### config.mk
export PLATFORM = sky130hd
export DESIGN_NAME = stopwatch_ctrl
export DESIGN_NICKNAME = d
export VERILOG_FILES = /design/src/rtl/stopwatch_ctrl_pkg.sv /design/src/rtl/stopwatch_ctrl_bcd_digit.sv /design/src/rtl/stopwatch_ctrl.sv
export SDC_FILE = /design/constraint.sdc
export NUM_CORES = 1
export LEC_CHECK = 0
export ABC_AREA = 1
export CORE_MARGIN = 3
export CORE_UTILIZATION = 60
export CTS_CLUSTER_DIAMETER = 30
export DETAILED_ROUTE_END_ITERATION = 6
export PLACE_DENSITY = 0.85
export SETUP_SLACK_MARGIN = 0.5
export SYNTH_ARGS = -nofsm -noshare
export SYNTH_HDL_FRONTEND = slang
export SYNTH_SLANG_ARGS = --single-unit
### constraint.sdc
create_clock -name clk -period 2.5 [get_ports clk]
set_input_delay 0.5 -clock clk [delete_from_list [all_inputs] [get_ports clk]]
set_output_delay 0.5 -clock clk [all_outputs]
set_load 0.02 [all_outputs]
### src/rtl/stopwatch_ctrl_pkg.sv
// Shared state codes, BCD widths and the BCD increment helper for the stopwatch controller.
package stopwatch_ctrl_pkg;

    localparam int unsigned BCD_W = 4;

    typedef logic [BCD_W-1:0] bcd_t;

    localparam logic [1:0] SW_IDLE  = 2'd0;
    localparam logic [1:0] SW_RUN   = 2'd1;
    localparam logic [1:0] SW_PAUSE = 2'd2;
    localparam logic [1:0] SW_LAP   = 2'd3;

    localparam bcd_t SEC_ONES_MAX = 4'd9;
    localparam bcd_t SEC_TENS_MAX = 4'd5;
    localparam bcd_t MIN_ONES_MAX = 4'd9;
    localparam bcd_t MIN_TENS_MAX = 4'd5;

    function automatic bcd_t bcd_next(input bcd_t q, input logic inc, input bcd_t max);
        bcd_t r;
        r = q;
        if (inc) begin
            r = (q == max) ? '0 : q + 1'b1;
        end
        return r;
    endfunction

endpackage

### src/rtl/stopwatch_ctrl_bcd_digit.sv
// One BCD counter digit rolling over at MAX; carry feeds the next digit's increment.
module stopwatch_ctrl_bcd_digit
    import stopwatch_ctrl_pkg::*;
#(
    parameter bcd_t MAX = 4'd9
) (
    input  logic clk,
    input  logic rst_n,
    input  logic clr,
    input  logic inc,
    output bcd_t q,
    output logic carry
);

    bcd_t q_q, q_d;

    always_comb begin
        q_d = clr ? '0 : bcd_next(q_q, inc, MAX);
    end

    always_ff @(posedge clk or negedge rst_n) begin
        if (!rst_n) begin
            q_q <= '0;
        end else begin
            q_q <= q_d;
        end
    end

    assign q     = q_q;
    assign carry = inc & (q_q == MAX);

endmodule

### src/rtl/stopwatch_ctrl.sv
// Run/pause/lap/clear stopwatch: 1 Hz prescaler, BCD MM:SS counter and lap-freeze display mux.
module stopwatch_ctrl
    import stopwatch_ctrl_pkg::*;
#(
    parameter int unsigned TICK_DIV = 8000000,
    parameter int unsigned PRESC_W  = 23
) (
    input  logic             clk,
    input  logic             rst_n,
    input  logic             btn_ss,
    input  logic             btn_clr,
    input  logic             btn_lap,
    output logic [BCD_W-1:0] sec_ones,
    output logic [BCD_W-1:0] sec_tens,
    output logic [BCD_W-1:0] min_ones,
    output logic [BCD_W-1:0] min_tens,
    output logic             running,
    output logic             lap_hold,
    output logic             tick,
    output logic             wrap
);

    logic               btn_ss_q, btn_clr_q, btn_lap_q;
    logic               ss_ev, clr_ev, lap_ev;
    logic [1:0]         state_q, state_d;
    logic [PRESC_W-1:0] presc_q, presc_d;
    logic               counting, presc_last, tick_w, enter_idle;
    bcd_t               so, st, mo, mt;
    logic               c_so, c_st, c_mo, c_mt;
    logic [15:0]        live, live_next;
    logic [15:0]        lap_latch_q, lap_latch_d;
    logic [15:0]        disp_q, disp_d;

    assign ss_ev  = btn_ss & ~btn_ss_q;
    assign clr_ev = btn_clr & ~btn_clr_q;
    assign lap_ev = btn_lap & ~btn_lap_q;

    assign counting   = (state_q == SW_RUN) || (state_q == SW_LAP);
    assign presc_last = (presc_q == PRESC_W'(TICK_DIV - 1));
    assign tick_w     = counting & presc_last;

    always_comb begin
        state_d = state_q;
        case (state_q)
            SW_IDLE:  if (ss_ev) state_d = SW_RUN;
            SW_RUN:   if (ss_ev) state_d = SW_PAUSE; else if (lap_ev) state_d = SW_LAP;
            SW_LAP:   if (ss_ev) state_d = SW_PAUSE; else if (lap_ev) state_d = SW_RUN;
            SW_PAUSE: if (clr_ev) state_d = SW_IDLE; else if (ss_ev) state_d = SW_RUN;
            default:  state_d = SW_IDLE;
        endcase
    end

    assign enter_idle = (state_q != SW_IDLE) && (state_d == SW_IDLE);

    always_comb begin
        presc_d = presc_q;
        if (enter_idle) begin
            presc_d = '0;
        end else if (counting) begin
            presc_d = presc_last ? '0 : presc_q + 1'b1;
        end
    end

    stopwatch_ctrl_bcd_digit #(.MAX(SEC_ONES_MAX)) u_sec_ones (
        .clk(clk), .rst_n(rst_n), .clr(enter_idle), .inc(tick_w), .q(so), .carry(c_so)
    );
    stopwatch_ctrl_bcd_digit #(.MAX(SEC_TENS_MAX)) u_sec_tens (
        .clk(clk), .rst_n(rst_n), .clr(enter_idle), .inc(c_so), .q(st), .carry(c_st)
    );
    stopwatch_ctrl_bcd_digit #(.MAX(MIN_ONES_MAX)) u_min_ones (
        .clk(clk), .rst_n(rst_n), .clr(enter_idle), .inc(c_st), .q(mo), .carry(c_mo)
    );
    stopwatch_ctrl_bcd_digit #(.MAX(MIN_TENS_MAX)) u_min_tens (
        .clk(clk), .rst_n(rst_n), .clr(enter_idle), .inc(c_mo), .q(mt), .carry(c_mt)
    );

    assign live = {mt, mo, st, so};
    // Lap captures the time as it will be after this edge, so a coincident tick is included.
    assign live_next = {bcd_next(mt, c_mo, MIN_TENS_MAX), bcd_next(mo, c_st, MIN_ONES_MAX),
                        bcd_next(st, c_so, SEC_TENS_MAX), bcd_next(so, tick_w, SEC_ONES_MAX)};

    always_comb begin
        lap_latch_d = lap_latch_q;
        if ((state_q == SW_RUN) && (state_d == SW_LAP)) begin
            lap_latch_d = live_next;
        end
        disp_d = (state_q == SW_LAP) ? lap_latch_q : live;
    end

    always_ff @(posedge clk or negedge rst_n) begin
        if (!rst_n) begin
            btn_ss_q    <= 1'b0;
            btn_clr_q   <= 1'b0;
            btn_lap_q   <= 1'b0;
            state_q     <= SW_IDLE;
            presc_q     <= '0;
            lap_latch_q <= '0;
            disp_q      <= '0;
        end else begin
            btn_ss_q    <= btn_ss;
            btn_clr_q   <= btn_clr;
            btn_lap_q   <= btn_lap;
            state_q     <= state_d;
            presc_q     <= presc_d;
            lap_latch_q <= lap_latch_d;
            disp_q      <= disp_d;
        end
    end

    assign {min_tens, min_ones, sec_tens, sec_ones} = disp_q;
    assign running  = counting;
    assign lap_hold = (state_q == SW_LAP);
    assign tick     = tick_w;
    assign wrap     = c_mt;

endmodule

# == Word level (Yosys, flattened, before mapping) ==
# Cells that the tools add are included.
# word_totals
register_bits,76
in_bits,5
out_inout_bits,20
wordCells,66
# classes
addsub,5
n_eq_ne,9
mux,23
bitwise,11
reduce_logical,7
# ops
op,count
$mux W23,3
$mux W4,12
$add A23 B1 Y23 const B,1
$eq A23 B23 Y1 const B,1
$add A4 B1 Y4 const B,4
$mux W16,1
$mux W2,6
$and A1 B1 Y1,8
$eq A4 B3 Y1 const B,2
$eq A4 B4 Y1 const B,2
$pmux W2 S4,1
$eq A2 B2 Y1 const B,3
$logic_not A2 Y1,2
$reduce_bool A2 Y1,2
$not A1 Y1,3
$eq A2 B1 Y1 const B,1
$logic_and A1 B1 Y1,2
$logic_or A1 B1 Y1,1

# == Longest topological paths before layout ==
# logic_depth
ltp_word,8
mapped_depth,12
ltp_nobuf,12

# == Modules after synthesis ==
# Synthesis repeated with hierarchy kept, for this count alone.
# hier_totals
cells_unflattened,606
hier_area_um2,4401.7
# modules_own_cells
module,n_inst,cells_each,area_per_inst_um2,seq_area_each_um2
stopwatch_ctrl,1,446,3350.7,1501.4
stopwatch_ctrl_bcd_digit,4,40,262.8,100.1

# == Worst setup path before layout ==
# Ideal clock, no wire load.
# synth_path
path_kind,register -> output
from,register presc_q[0]
to,output wrap
arrival_time_ps,2042
required_ps,2000
path_slack_ps,-42
path_stages_with_launch,8
path_buffers,0
cell_sequence,dfrtp_1 > ha_1 > nand3_2 > nor2_4 > nand3_2 > nor2_4 > nand4_2 > nor4_1
# synth_between
elab_chain_cells,6
# synth_lines
element,line_no,source
from (decl),stopwatch_ctrl.sv:26,"logic [PRESC_W-1:0] presc_q, presc_d;"
from (signal assigned),stopwatch_ctrl.sv:104,presc_q <= presc_d;
$eq A23 B23 Y1,stopwatch_ctrl.sv:39,assign presc_last = (presc_q == PRESC_W'(TICK_DIV - 1));
$and A1 B1 Y1,stopwatch_ctrl.sv:40,assign tick_w = counting & presc_last;
net tick,stopwatch_ctrl.sv:19,"output logic tick,"
$and A1 B1 Y1 (4 in series),stopwatch_ctrl_bcd_digit.sv:30,assign carry = inc & (q_q == MAX);
to (decl),stopwatch_ctrl.sv:20,output logic wrap
# The timed path passes the listed nets, and every way through them passes these cells.

# == Final worst setup path ==
# layout_path
from,register presc_q[10]
to,output wrap
# layout_between
elab_chain_cells,6
# layout_lines
element,line_no
$eq A23 B23 Y1,stopwatch_ctrl.sv:39
$and A1 B1 Y1,stopwatch_ctrl.sv:40
$and A1 B1 Y1 (4 in series),stopwatch_ctrl_bcd_digit.sv:30
# Every way passes these cells.

==> impl_metrics.ini <==
[outcome]
status = finished clean

[yosys]
synthCells = 554
yosys_warnings = 0
ys_seq_elements = 76
syn_area_per_cell_um2 = 7.48
ys_seq_area_frac = 0.459
synth_area_um2 = 4140
ys_types = 38
syn_nets = 560

[drt]
ant_nets = 0
via_count = 4038
viasPerCell = 5.68
drt_iter0_drc = 467
finalWirelength_um = 10900
first_pass_iters = 5
drc = 0
wire_per_inst_um = 15.3

[power]
ir_worst_vdd_mv = 0.617
p_leak_nw = 2.53
power_density_nw_per_um2 = 555

[sta]
fin_setup_tns_ns = 0
setup_ws_ns = 0.192
period_minus_slack_ns = 2.31
rsz0062_at_grt = true
hold_ws_ns = 0.141
fmax_ghz = 0.433
worst-slew-pin-transition_ns = 0.708
finalSetupViolations = 0
post-route-period-util = 0.923
drv_slew = 0
clock_skew_ns = 0.00907
final_hold_viol_count = 0
slew_headroom = 0.527

[clocking]
cts.path.max_buffers = 2
clk_pin_slew_ns = 0.08
cts_root_buffer = clkbuf_8
cts.sinks = 76
htreeDepth = 3
clock_latency_ns = 0.35
cts.hold.buffers_added = 0
cts_tree = done
cts_buffers = 9

[layout]
final_common_cell = nand2_1
fin_util = 0.783
drive_gt1_frac = 0.186
antennaDiodeCount = 0
syn2layout_area_growth_pct = 23.5
final_cell_mix = nand2_1, dfrtp_1, inv_1
final.fill_count = 436
final_nets = 635

[hold_path]
worstHoldPathType = primary input to asynchronous set/reset pin

[worst_setup_path]
crit_type = flop to output pin
path_max_fanout = 2
startpoint_type = flop
crit_arrival_ns = 1.81
reg2reg_slack_ns = 0.60
worstSetupEndpointType = output pin
worstPathRequired_ns = 2.00

[die]
rows = 29
die_h_um = 89.1
start_util = 0.634
dieArea_um2 = 7940
ioPinCount = 25
die_w_um = 89.1
core-area_um2 = 6530

[place]
port_buffers = 24
gp_congestion = 0.956
dp_hpwl_um = 7400
dpl_worst_slack_ns = -0.0638

[global_route]
grt_max_degree = 50
grt_pass1_wl_um = 17700
grt_antenna_before_repair = 1
grt_usage = 0.292
grt.overflow.total = 0
grt_pass1_vias = 3861

[flow_run]
cap_violations = 0
==> timing repair <==
action,in CTS,in global routing
buffers inserted,7,3
endpoints found under the setup margin,4,16
pin swaps,4,1
resized for setup,17,11
==> sequential cells by signal, summed over array words and instances (netlist names) <==
name          cells
btn_ss_q          1
u_min_tens.q      4
btn_lap_q         1
presc_q          23
state_q           2
u_min_ones.q      4
u_sec_ones.q      4
lap_latch_q      16
u_sec_tens.q      4
btn_clr_q         1
disp_q           16
==> stage by stage <==
step	power, W	std cells	instance area [um^2]
final	0.00284	711	5110
after global routing	0.00294	711	5110
after CTS	0.00282	708	5050
after detailed placement	0.00183	685	4780
after global placement	0.00182	685	4780
after floorplan	0.00165	554	4190
==> cell usage after synthesis, drive strengths merged <==
master	instances	share of area
a21oi	15	0.018
a32oi	1	0.0021
and3	1	0.0015
buf	8	0.012
clkbuf	7	0.0063
clkinv	2	0.0021
dfrtp	76	0.46
ha	1	0.0030
inv	63	0.058
nand2	179	0.17
nand3	36	0.050
nand3b	1	0.0018
nand4	26	0.042
nor2	72	0.079
nor3	7	0.0097
nor4	2	0.0030
o211ai	1	0.0030
o21a	1	0.0018
o21ai	41	0.050
o22ai	1	0.0015
xnor2	2	0.0042
xor2	11	0.023
==> final cells by class <==
| cell class | instances | area [um^2] | area share |
|---|---|---|---|
| multi-input cells | 398 | 2010 | 0.393 |
| flip-flops and latches | 76 | 1900 | 0.372 |
| repair buffers | 79 | 648 | 0.127 |
| inverters | 65 | 250 | 0.0489 |
| clock buffers | 10 | 138 | 0.0269 |
| well taps | 77 | 96.3 | 0.0188 |
| clock inverters | 6 | 70.1 | 0.0137 |
==> where the power goes <==
group | total, W | switching, W | internal [W]
registers | 0.00132 | 0.0000489 | 0.00127
clock network | 0.000971 | 0.000474 | 0.000497
logic | 0.000547 | 0.000375 | 0.000173
total | 0.00284 | 0.000898 | 0.00194
==> worst max-delay path, stage by stage, from the launching register on <==
cell	delay (ns)
dfrtp_1	0.39
nor2_2	0.14
nand2_1	0.08
nor2_2	0.18
nand3_4	0.11
nor2_4	0.12
nand4_4	0.11
nor4_4	0.15
buf_4	0.18
==> metal layers <==
| layer | global-route usage | part of all wire | up-vias | wire length (um) |
|---|---|---|---|---|
| li1 | - | - | 1917 | - |
| met1 | 0.420 | 0.43 | 1902 | 4690 |
| met2 | 0.452 | 0.47 | 195 | 5120 |
| met3 | 0.0525 | 0.081 | 22 | 878 |
| met4 | 0.0920 | 0.017 | 2 | 187 |
| met5 | 0 | 0.00083 | - | 9 |
==> final timing paths <==
| path | start | to | depth (start not counted) |
|---|---|---|---|
| worst min register to register | lap_latch_q[5] | disp_q[5] | 2 |
| worst max-delay path | presc_q[10] | wrap | 8 |
| worst max register to register | u_sec_ones.q[2] | u_min_tens.q[1] | 9 |
| worst min-delay path | rst_n | presc_q[15] | 1 |
| min in group clk | lap_latch_q[5] | disp_q[5] | 2 |
| max in group asynchronous | rst_n | state_q[0] | 2 |
==> logic make-up (layout without fill, tap and decap cells) <==
family / count (synthesis) / in the layout / share of synthesized area
adder cells (fa/ha/maj): 1 / 1 / 0.00302
AND/OR/NAND/NOR: 324 / 324 / 0.355
flip-flops: 76 / 76 / 0.459
buffers and inverters: 80 / 160 / 0.0779
XOR/XNOR: 13 / 13 / 0.0275
AO/OA/AOI/OAI: 60 / 60 / 0.0770
(Power assumes the default switching activity.)
